<file path="src/rtl/approx_mult_pkg.sv">
// Shared definitions for the approximate-multiplier monitors: default widths, run FSM states
// and a saturating adder.
package approx_mult_pkg;

    localparam int unsigned PROD_W_DEF = 8;

    typedef enum logic [1:0] {
        StIdle  = 2'd0,
        StRun   = 2'd1,
        StFlush = 2'd2,
        StDone  = 2'd3
    } state_e;

    // Adds a + b and clamps to the largest w-bit value (w <= 64); callers cast to their width.
    function automatic logic [63:0] sat_add(input logic [63:0] a, input logic [63:0] b,
                                            input int unsigned w);
        logic [64:0] sum;
        logic [64:0] lim;
        sum = {1'b0, a} + {1'b0, b};
        lim = (65'd1 << w) - 65'd1;
        if (sum > lim) begin
            return lim[63:0];
        end
        return sum[63:0];
    endfunction

endpackage

</file>
<file path="src/rtl/approx_err_dist.sv">
// Combinational error distance between an approximate and an exact product: d = |approx - exact|
// and ne = (d != 0).
module approx_err_dist
    import approx_mult_pkg::*;
#(
    parameter int unsigned PROD_W = PROD_W_DEF
) (
    input  logic [PROD_W-1:0] approx_p,
    input  logic [PROD_W-1:0] exact_p,
    output logic [PROD_W-1:0] d,
    output logic              ne
);

    logic [PROD_W:0] diff;
    logic [PROD_W:0] diff_neg;

    always_comb begin
        diff     = {1'b0, approx_p} - {1'b0, exact_p};
        diff_neg = '0 - diff;
        // The extra top bit is the borrow: set when exact_p > approx_p.
        d        = diff[PROD_W] ? diff_neg[PROD_W-1:0] : diff[PROD_W-1:0];
        ne       = |d;
    end

endmodule

</file>
<file path="src/rtl/approx_mult_err_monitor.sv">
// Error-distance statistics over a run of SAMPLES products: distance stage, accumulate stage, run FSM.
// Define APPROX_ERR_SQ_EN to add the ed_sq_sum output (saturating sum of d*d).
module approx_mult_err_monitor
    import approx_mult_pkg::*;
#(
    parameter int unsigned PROD_W  = PROD_W_DEF,
    parameter int unsigned SAMPLES = 256,
    parameter int unsigned ACC_W   = 24,
    parameter int unsigned CNT_W   = 16
) (
    input  logic              clk,
    input  logic              rst,
    input  logic              start,
    input  logic              in_valid,
    output logic              in_ready,
    input  logic [PROD_W-1:0] approx_p,
    input  logic [PROD_W-1:0] exact_p,
    output logic              busy,
    output logic              done,
    output logic [CNT_W-1:0]  err_count,
    output logic [ACC_W-1:0]  ed_sum,
`ifdef APPROX_ERR_SQ_EN
    output logic [ACC_W-1:0]  ed_sq_sum,
`endif
    output logic [PROD_W-1:0] ed_max
);

    state_e state_q, state_d;

    logic              accept;
    logic              clear;
    logic              last;
    logic [PROD_W-1:0] dist_d;
    logic              dist_ne;

    logic [CNT_W-1:0]  cnt_q, cnt_d;
    logic              s1_valid_q, s1_valid_d;
    logic [PROD_W-1:0] s1_d_q, s1_d_d;
    logic              s1_ne_q, s1_ne_d;
    logic [CNT_W-1:0]  err_count_q, err_count_d;
    logic [ACC_W-1:0]  ed_sum_q, ed_sum_d;
    logic [PROD_W-1:0] ed_max_q, ed_max_d;
`ifdef APPROX_ERR_SQ_EN
    logic [ACC_W-1:0]  ed_sq_sum_q, ed_sq_sum_d;
    logic [63:0]       sq;
`endif

    approx_err_dist #(
        .PROD_W (PROD_W)
    ) u_dist (
        .approx_p (approx_p),
        .exact_p  (exact_p),
        .d        (dist_d),
        .ne       (dist_ne)
    );

    assign accept = in_valid && in_ready;
    assign clear  = start && ((state_q == StIdle) || (state_q == StDone));
    assign last   = accept && (cnt_q == CNT_W'(SAMPLES - 1));

    // Next-state logic
    always_comb begin
        state_d = state_q;
        unique case (state_q)
            StIdle, StDone: if (start) state_d = StRun;
            StRun:          if (last) state_d = StFlush;
            StFlush:        if (!s1_valid_q) state_d = StDone;
            default:        state_d = StIdle;
        endcase
    end

    // FSM outputs
    always_comb begin
        in_ready = (state_q == StRun);
        busy     = (state_q == StRun) || (state_q == StFlush);
        done     = (state_q == StDone);
    end

    // Sample counter and distance stage
    always_comb begin
        cnt_d      = cnt_q;
        s1_valid_d = accept;
        s1_d_d     = s1_d_q;
        s1_ne_d    = s1_ne_q;
        if (clear) begin
            cnt_d = '0;
        end else if (accept) begin
            cnt_d = cnt_q + 1'b1;
        end
        if (accept) begin
            s1_d_d  = dist_d;
            s1_ne_d = dist_ne;
        end
    end

    // Accumulate stage
    always_comb begin
        err_count_d = err_count_q;
        ed_sum_d    = ed_sum_q;
        ed_max_d    = ed_max_q;
`ifdef APPROX_ERR_SQ_EN
        sq          = 64'(s1_d_q) * 64'(s1_d_q);
        ed_sq_sum_d = ed_sq_sum_q;
`endif
        if (clear) begin
            err_count_d = '0;
            ed_sum_d    = '0;
            ed_max_d    = '0;
`ifdef APPROX_ERR_SQ_EN
            ed_sq_sum_d = '0;
`endif
        end else if (s1_valid_q) begin
            err_count_d = err_count_q + CNT_W'(s1_ne_q);
            ed_sum_d    = ACC_W'(sat_add(64'(ed_sum_q), 64'(s1_d_q), ACC_W));
            ed_max_d    = (s1_d_q > ed_max_q) ? s1_d_q : ed_max_q;
`ifdef APPROX_ERR_SQ_EN
            ed_sq_sum_d = ACC_W'(sat_add(64'(ed_sq_sum_q), sq, ACC_W));
`endif
        end
    end

    always_ff @(posedge clk) begin
        if (rst) begin
            state_q     <= StIdle;
            cnt_q       <= '0;
            s1_valid_q  <= 1'b0;
            s1_d_q      <= '0;
            s1_ne_q     <= 1'b0;
            err_count_q <= '0;
            ed_sum_q    <= '0;
            ed_max_q    <= '0;
`ifdef APPROX_ERR_SQ_EN
            ed_sq_sum_q <= '0;
`endif
        end else begin
            state_q     <= state_d;
            cnt_q       <= cnt_d;
            s1_valid_q  <= s1_valid_d;
            s1_d_q      <= s1_d_d;
            s1_ne_q     <= s1_ne_d;
            err_count_q <= err_count_d;
            ed_sum_q    <= ed_sum_d;
            ed_max_q    <= ed_max_d;
`ifdef APPROX_ERR_SQ_EN
            ed_sq_sum_q <= ed_sq_sum_d;
`endif
        end
    end

    assign err_count = err_count_q;
    assign ed_sum    = ed_sum_q;
    assign ed_max    = ed_max_q;
`ifdef APPROX_ERR_SQ_EN
    assign ed_sq_sum = ed_sq_sum_q;
`endif

endmodule

</file>
<file path="config.mk">
export PLATFORM = sky130hd
export DESIGN_NAME = approx_mult_err_monitor
export DESIGN_NICKNAME = d
export VERILOG_FILES = /design/src/rtl/approx_mult_pkg.sv /design/src/rtl/approx_err_dist.sv /design/src/rtl/approx_mult_err_monitor.sv
export SDC_FILE = /design/constraint.sdc
export NUM_CORES = 1
export LEC_CHECK = 0
export CAP_MARGIN = 10
export CORE_MARGIN = 5
export CORE_UTILIZATION = 50
export DETAILED_ROUTE_END_ITERATION = 8
export GPL_ROUTABILITY_DRIVEN = 0
export PLACE_DENSITY = 0.77
export RECOVER_POWER = 50
export SLEW_MARGIN = 25
export SYNTH_ARGS = -nofsm -noshare
export SYNTH_HDL_FRONTEND = slang
export SYNTH_SLANG_ARGS = --single-unit
</file>
<file path="constraint.sdc">
create_clock -name clk -period 3.05 [get_ports clk]
set_clock_uncertainty 0.05 [all_clocks]
set_input_delay 0.305 -clock clk [delete_from_list [all_inputs] [get_ports clk]]
set_output_delay 0.305 -clock clk [all_outputs]
set_load 0.02 [all_outputs]
</file>
==> results of run 1 <==
[sequential cells by signal, indices dropped and copies added (netlist names)]
signal,count
ed_sum,24
cnt_q,16
err_count,16
ed_max,8
s1_d_q,8
state_q,2
s1_ne_q,1
s1_valid_q,1
[logic make-up after synthesis]
family                     Yosys count
DFF                                 76
buffers and inverters               49
AOI/OAI and AO/OA                  110
xor gates and xnor gates            43
adders and majority gates           35
and+or+nand+nor                    178
muxes                               14
[area by class of cell]
| type | count | area, µm² |
|---|---|---|
| Multi-Input combinational cell | 380 | 2610 |
| Fill cell | 763 | 3280 |
| Inverter | 31 | 116 |
| Clock buffer | 10 | 128 |
| Clock inverter | 6 | 65.1 |
| Sequential cell | 76 | 1520 |
| Timing Repair Buffer | 75 | 734 |
| Tap cell | 108 | 135 |
[worst min-delay path: stages (launching register included)]
cell     delay [ns]
dfxtp_1        0.33
nand2_1        0.06
a21oi_1        0.05
[synthesized netlist by cell type, drive strengths merged, types with 6 or more instances]
cell / number
buf: 9
xor2: 26
and3: 12
inv: 31
o21ai: 26
xnor2: 17
nor2: 63
a21o: 6
nand4: 8
ha: 33
clkbuf: 9
dfxtp: 76
a211oi: 13
nand3: 19
and4: 8
mux2i: 13
a21oi: 38
nand2: 32
a31oi: 9
nor3: 11
[path summary, 6_finish.rpt]
kind,start,endpoint,slack [ns],cells after the start
max,exact_p[0],s1_ne_q,0.34,12
min,cnt_q[1],cnt_q[1],0.44,2
max reg2reg,s1_d_q[0],ed_sum[11],0.39,12
min reg2reg,cnt_q[1],cnt_q[1],0.44,2
[per-stage QoR]
stage               area [µm²]  worst slack [ns]
finish                    5310             0.344
global route              5310             0.104
CTS                       5310             0.338
detailed placement        5120           -0.0334
global placement          5120            0.0824
floorplan                 4330             0.594
[power groups by stage]
stage	logic [µW]	registers (µW)	clock network [µW]
finish	811	1120	753
detailed placement	818	1140	0
floorplan	595	1130	0
CTS	824	1120	772
global route	912	1130	817
global placement	789	1140	0
[layer usage]
layer	routed length (µm)	track usage, %	vias up
met3	391	4.33	14
met1	4290	23.7	1759
met4	143	5.78	0
met2	4420	30.8	61
met5	0	0	-
li1	-	-	1913
==> results.json, run 1 <==
{
  "status": "finished clean",
  "ant_nets": 0,
  "clock_latency_ns": 0.35,
  "cts_max_level": 3,
  "rows": 34,
  "synth.distinct_cells": 63,
  "die_y_um": 103,
  "vias": 3747,
  "dieWidth_um": 103,
  "cpMaxStageDelayCell": "clkdlybuf4s50_1",
  "synthArstFlopShare_pct": 0,
  "p_per_area_nw_per_um2": 505,
  "mostFrequentLayoutCells": "76 x dfxtp_1, 62 x nor2_1, 47 x dlygate4sd3_1",
  "cts-root-buf": "clkbuf_8",
  "cp_common_cell": "a21oi_1",
  "critPathBufInv": 2,
  "wl_per_cell_um": 13.5,
  "tightest_slew_ns": 0.728,
  "arrival_ns": 2.87,
  "end_kind": "flop",
  "cts_setup_buffers": 0,
  "grt_pass1_vias": 3590,
  "synthXorXnorAreaFrac_pct": 8.69,
  "grt_use_total_pct": 18.5,
  "synth_top_family_by_area": "simple AND/OR/NAND/NOR gates",
  "synth_mux_area_share_pct": 3.26,
  "clk_pin_slew_ns": 0.07,
  "finalMaxSlewViolations": 0,
  "synth_area_um2": 4330,
  "synthAdderAreaFrac_pct": 10.5,
  "power.total_uw": 2680,
  "syn2layout_area_growth_pct": 22.5,
  "max_slew_margin_pct": 51.5,
  "postLayoutCoreUtil_pct": 61.8,
  "path_cells": "clkdlybuf4s50_1 > ha_1 > inv_1 > fa_1 > a21oi_1 > a2bb2oi_2 > a21oi_4 > nor3_1 > o21ai_0 > a21bo_2 > a21oi_1 > a211oi_2",
  "power_leakage_uw": 0.00215,
  "timing.hold.ws_ns": 0.439,
  "postCtsResizedCells": 0,
  "hold_violations": 0,
  "grt_max_degree": 56,
  "hold_path_class": "flop to flop",
  "synth_top_cell_by_area": "dfxtp_1",
  "avgSynthCellArea_um2": 8.58,
  "stdcell_count": 686,
  "num_antenna_cells": 0,
  "synth_seq_cells": 76,
  "synth_compound_area_share_pct": 17.1,
  "layout_commonest_cell": "dfxtp_1",
  "fmax_mhz": 370,
  "critPathTopFamily": "compound AO/OA/AOI/OAI gates",
  "synth_nets": 560,
  "min_period_ns": 2.71,
  "fin_crit_sh_pct": 88.7,
  "cp_max_fo": 9,
  "critPathLaunchType": "input pin",
  "rsz0062_at_grt": "false",
  "drive_above_1_share_pct": 7.44,
  "firstDrtPassIters": 4,
  "synth_edf_count": 0,
  "seqPwrFrac_pct": 41.7,
  "clkSinkCount": 76,
  "overflow": 0,
  "cts_tree": "yes",
  "finalSetupViolations": 0,
  "drt_wl_total_um": 9240,
  "cp.required_ns": 3.22,
  "netSwitchingFraction_pct": 34.2,
  "num_io_pins": 71,
  "irDropWorstVdd_v": 0.000292,
  "yosysSeqAreaShare_pct": 35.1,
  "synthTopCellsByArea": "dfxtp_1 35%, ha_1 9.5%, nor2_1 5.4%",
  "slowest_delay_ns": 0.46,
  "grt_pass1_wl_um": 16000,
  "antenna_found_initial": 0,
  "start_util_pct": 50.4,
  "nets": 628,
  "power_frac_clock_pct": 28.1,
  "drv_cap": 0,
  "core_um2": 8590,
  "syn_inst": 505,
  "drtIter0Drc": 135,
  "cts_buffers": 9,
  "p_int_uw": 1760,
  "fin_setup_tns_ns": 0,
  "yosys.area.top_type_share_pct": 35.1,
  "ys_warn_count": 0,
  "dpl.hpwl_um": 7020,
  "die-area_um2": 10600,
  "viasPerCell": 5.46,
  "power_frac_comb_pct": 30.2,
  "place_inst": 670,
  "power.switching_uw": 919,
  "remaining_drc_errors": 0,
  "postCtsHoldBufs": 0,
  "worstSetupPathType": "input pin to flop",
  "port_buffers": 70,
  "yosys.area_share.simple_pct": 20.7,
  "clk_path_buf_depth": 2,
  "synthFlopType": "dfxtp_1"
}
No activity file was read; power rests on OpenSTA's default activity.
==> inputs of run 2 (changes only) <==
Settings changed: PLACE_DENSITY 0.77 to 0.73, SYNTH_HIERARCHICAL set to 1.
==> run 2 against run 1 <==
Net effect:
- largest power group unchanged
- worst setup slack gained 0.0067 ns
- hold slack lost 0.0031 ns
- routed wire length grew 6.8%
- synthesized cell count grew 2.6%
- register-to-register slack gained 0.03 ns
- synthesized area grew 0.35%
- design area grew 1.7%
- clock power grew 18%
- sequential power is essentially flat
==> results.json, run 2 <==
{
  "status": "finished clean",
  "hold_path_class": "flop to flop",
  "arrival_ns": 2.87,
  "drive_above_1_share_pct": 7.55,
  "regArea_um2": 1520,
  "postLayoutCoreUtil_pct": 62.8,
  "min_period_ns": 2.70,
  "clkSinkCount": 76,
  "synth_nets": 573,
  "grt_pass1_vias": 3647,
  "die_y_um": 103,
  "clk_pin_slew_ns": 0.09,
  "clock_latency_ns": 0.35,
  "cp.required_ns": 3.22,
  "place_ws_ns": 0.0333,
  "tightest_slew_ns": 0.757,
  "drv_cap": 0,
  "postCtsResizedCells": 0,
  "postCtsHoldBufs": 0,
  "fillers": 774,
  "antenna_found_initial": 0,
  "nets": 646,
  "synthArstFlopShare_pct": 0,
  "largest_reg_flops": 24,
  "critPathLaunchType": "input pin",
  "drtIter0Drc": 170,
  "yosys.area.top_type_share_pct": 35.0,
  "end_kind": "flop",
  "fin_ws_ns": 0.351,
  "syn2layout_area_growth_pct": 24.1,
  "r2r_setup_slack_ns": 0.42,
  "ys_warn_count": 6,
  "power_leakage_uw": 0.00220,
  "yosysSeqAreaShare_pct": 35.0,
  "grt_pass1_wl_um": 16500,
  "cp_max_fo": 9,
  "grt_use_total_pct": 19.2,
  "drt_wl_total_um": 9860,
  "startpoint": "exact_p[0]",
  "synth.most_common_cell": "dfxtp_1",
  "wl_per_cell_um": 14.0,
  "finalMaxSlewViolations": 0,
  "grt_max_degree": 33,
  "fin_setup_tns_ns": 0,
  "num_io_pins": 71,
  "multiInputGateArea_um2": 2640,
  "finalSetupViolations": 0,
  "fin_crit_sh_pct": 88.5,
  "worstSetupPathType": "input pin to flop",
  "max_slew_margin_pct": 49.5,
  "synth_top_cell_by_area": "dfxtp_1",
  "fmax_mhz": 370,
  "syn_inst": 518,
  "rows": 34,
  "start_util_pct": 50.6,
  "core_um2": 8590,
  "viasPerCell": 5.52,
  "hp-start": "ed_max[7]",
  "timing.hold.ws_ns": 0.436,
  "remaining_drc_errors": 0,
  "port_buffers": 70,
  "clk_path_buf_depth": 2,
  "synth_edf_count": 0,
  "cts_buffers": 9,
  "cpMaxStageDelayCell": "clkdlybuf4s50_1",
  "crit_path_end": "s1_ne_q",
  "dpl.hpwl_um": 7380,
  "synthFlopType": "dfxtp_1",
  "dieWidth_um": 103,
  "mostFrequentLayoutCells": "76 x dfxtp_1, 53 x nor2_1, 48 x dlygate4sd3_1",
  "vias": 3883,
  "synth.distinct_cells": 62,
  "ys_top_cells_by_count": "76 x dfxtp_1, 53 x nor2_1, 43 x a21oi_1",
  "cts_max_level": 3,
  "p_per_area_nw_per_um2": 503,
  "path_cells": "clkdlybuf4s50_1 > ha_1 > inv_1 > fa_1 > a21o_1 > nand4_1 > nand3_2 > a31o_1 > nor3_1 > a21oi_1 > o21ai_0 > nand4_1 > nand2_1 > a21oi_1",
  "reg2reg_depth": 9,
  "num_antenna_cells": 0,
  "synthTopCellsByArea": "dfxtp_1 35%, ha_1 9.5%, xor2_1 5.2%",
  "synth_area_um2": 4350,
  "overflow": 0,
  "hold_path_depth": 2,
  "r2r_start": "s1_d_q[0]",
  "synth_seq_cells": 76,
  "rsz0062_at_grt": "false",
  "cts-root-buf": "clkbuf_8",
  "r2r_end": "ed_sum[18]",
  "ant_nets": 0,
  "firstDrtPassIters": 5,
  "layout_commonest_cell": "dfxtp_1",
  "die-area_um2": 10700,
  "cts_setup_buffers": 0,
  "avgSynthCellArea_um2": 8.40,
  "cts_tree": "yes",
  "hold_violations": 0,
  "slowest_delay_ns": 0.46,
  "irDropWorstVdd_v": 0.000256
}
## run 2: cell types whose count changed after synthesis, sizes merged, moves of 4 or more
cell    before  now
inv         31   35
nor2        63   58
and4         8    3
o22ai        0    4
nand3       19   29
a211oi      13    4
a21oi       38   45
mux2i       13    4
nand2       32   42
nand4        8   12
o211ai       0    5
## run 2: layout make-up
type / instances / share of cell area [%]
Sequential cell: 76 / 28.2
Inverter: 35 / 2.43
Multi-Input combinational cell: 394 / 48.9
Clock buffer: 11 / 2.80
Tap cell: 108 / 2.50
Timing Repair Buffer: 75 / 13.6
Clock inverter: 5 / 1.55
## run 2: through the flow
| step | power, µW | instances | instance area, µm² |
|---|---|---|---|
| after floorplan | 1630 | 518 | 4350 |
| after global placement | 1840 | 688 | 5180 |
| after detailed placement | 1860 | 688 | 5180 |
| after CTS | 2750 | 704 | 5410 |
| after global routing | 2870 | 704 | 5400 |
| final | 2710 | 704 | 5400 |
## run 2: critical path: cells and delay by family
| family | cells | cell delay [ns] |
|---|---|---|
| AND/OR/NAND/NOR | 5 | 0.67 |
| buffers and inverters | 2 | 0.51 |
| adder cells (fa/ha/maj) | 2 | 0.55 |
| AO/OA/AOI/OAI | 5 | 0.83 |
## run 2: power by group
part	total [µW]	switching [µW]	leakage, µW	internal [µW]
clock network	889	382	0.000112	507
registers	1100	61.1	0.000614	1040
logic	723	428	0.00147	295
## run 2: worst min-delay path by stage
stage,to
global placement,cnt_q[1]
detailed placement,cnt_q[1]
finish,ed_max[7]
global route,ed_max[7]
floorplan,s1_d_q[1]
CTS,cnt_q[1]
## run 2: kinds of logic (layout without fill, tap and decap cells)
kind of cell	after synthesis	count (layout)	share of synthesized area [%]
DFF	76	76	35.0
muxes	5	5	1.18
buffers and inverters	48	126	4.34
AOI/OAI and AO/OA	126	126	19.0
adders and majority gates	35	35	10.4
and+or+nand+nor	185	185	21.1
xor gates and xnor gates	43	43	9.00
## run 2: routing by layer
metal | vias to the layer above | track usage (%) | routed length (µm)
li1 | 1986 | - | -
met4 | 0 | 5.48 | 126
met3 | 9 | 3.49 | 448
met5 | - | 0 | 0
met2 | 81 | 33.1 | 4720
met1 | 1807 | 24.6 | 4560
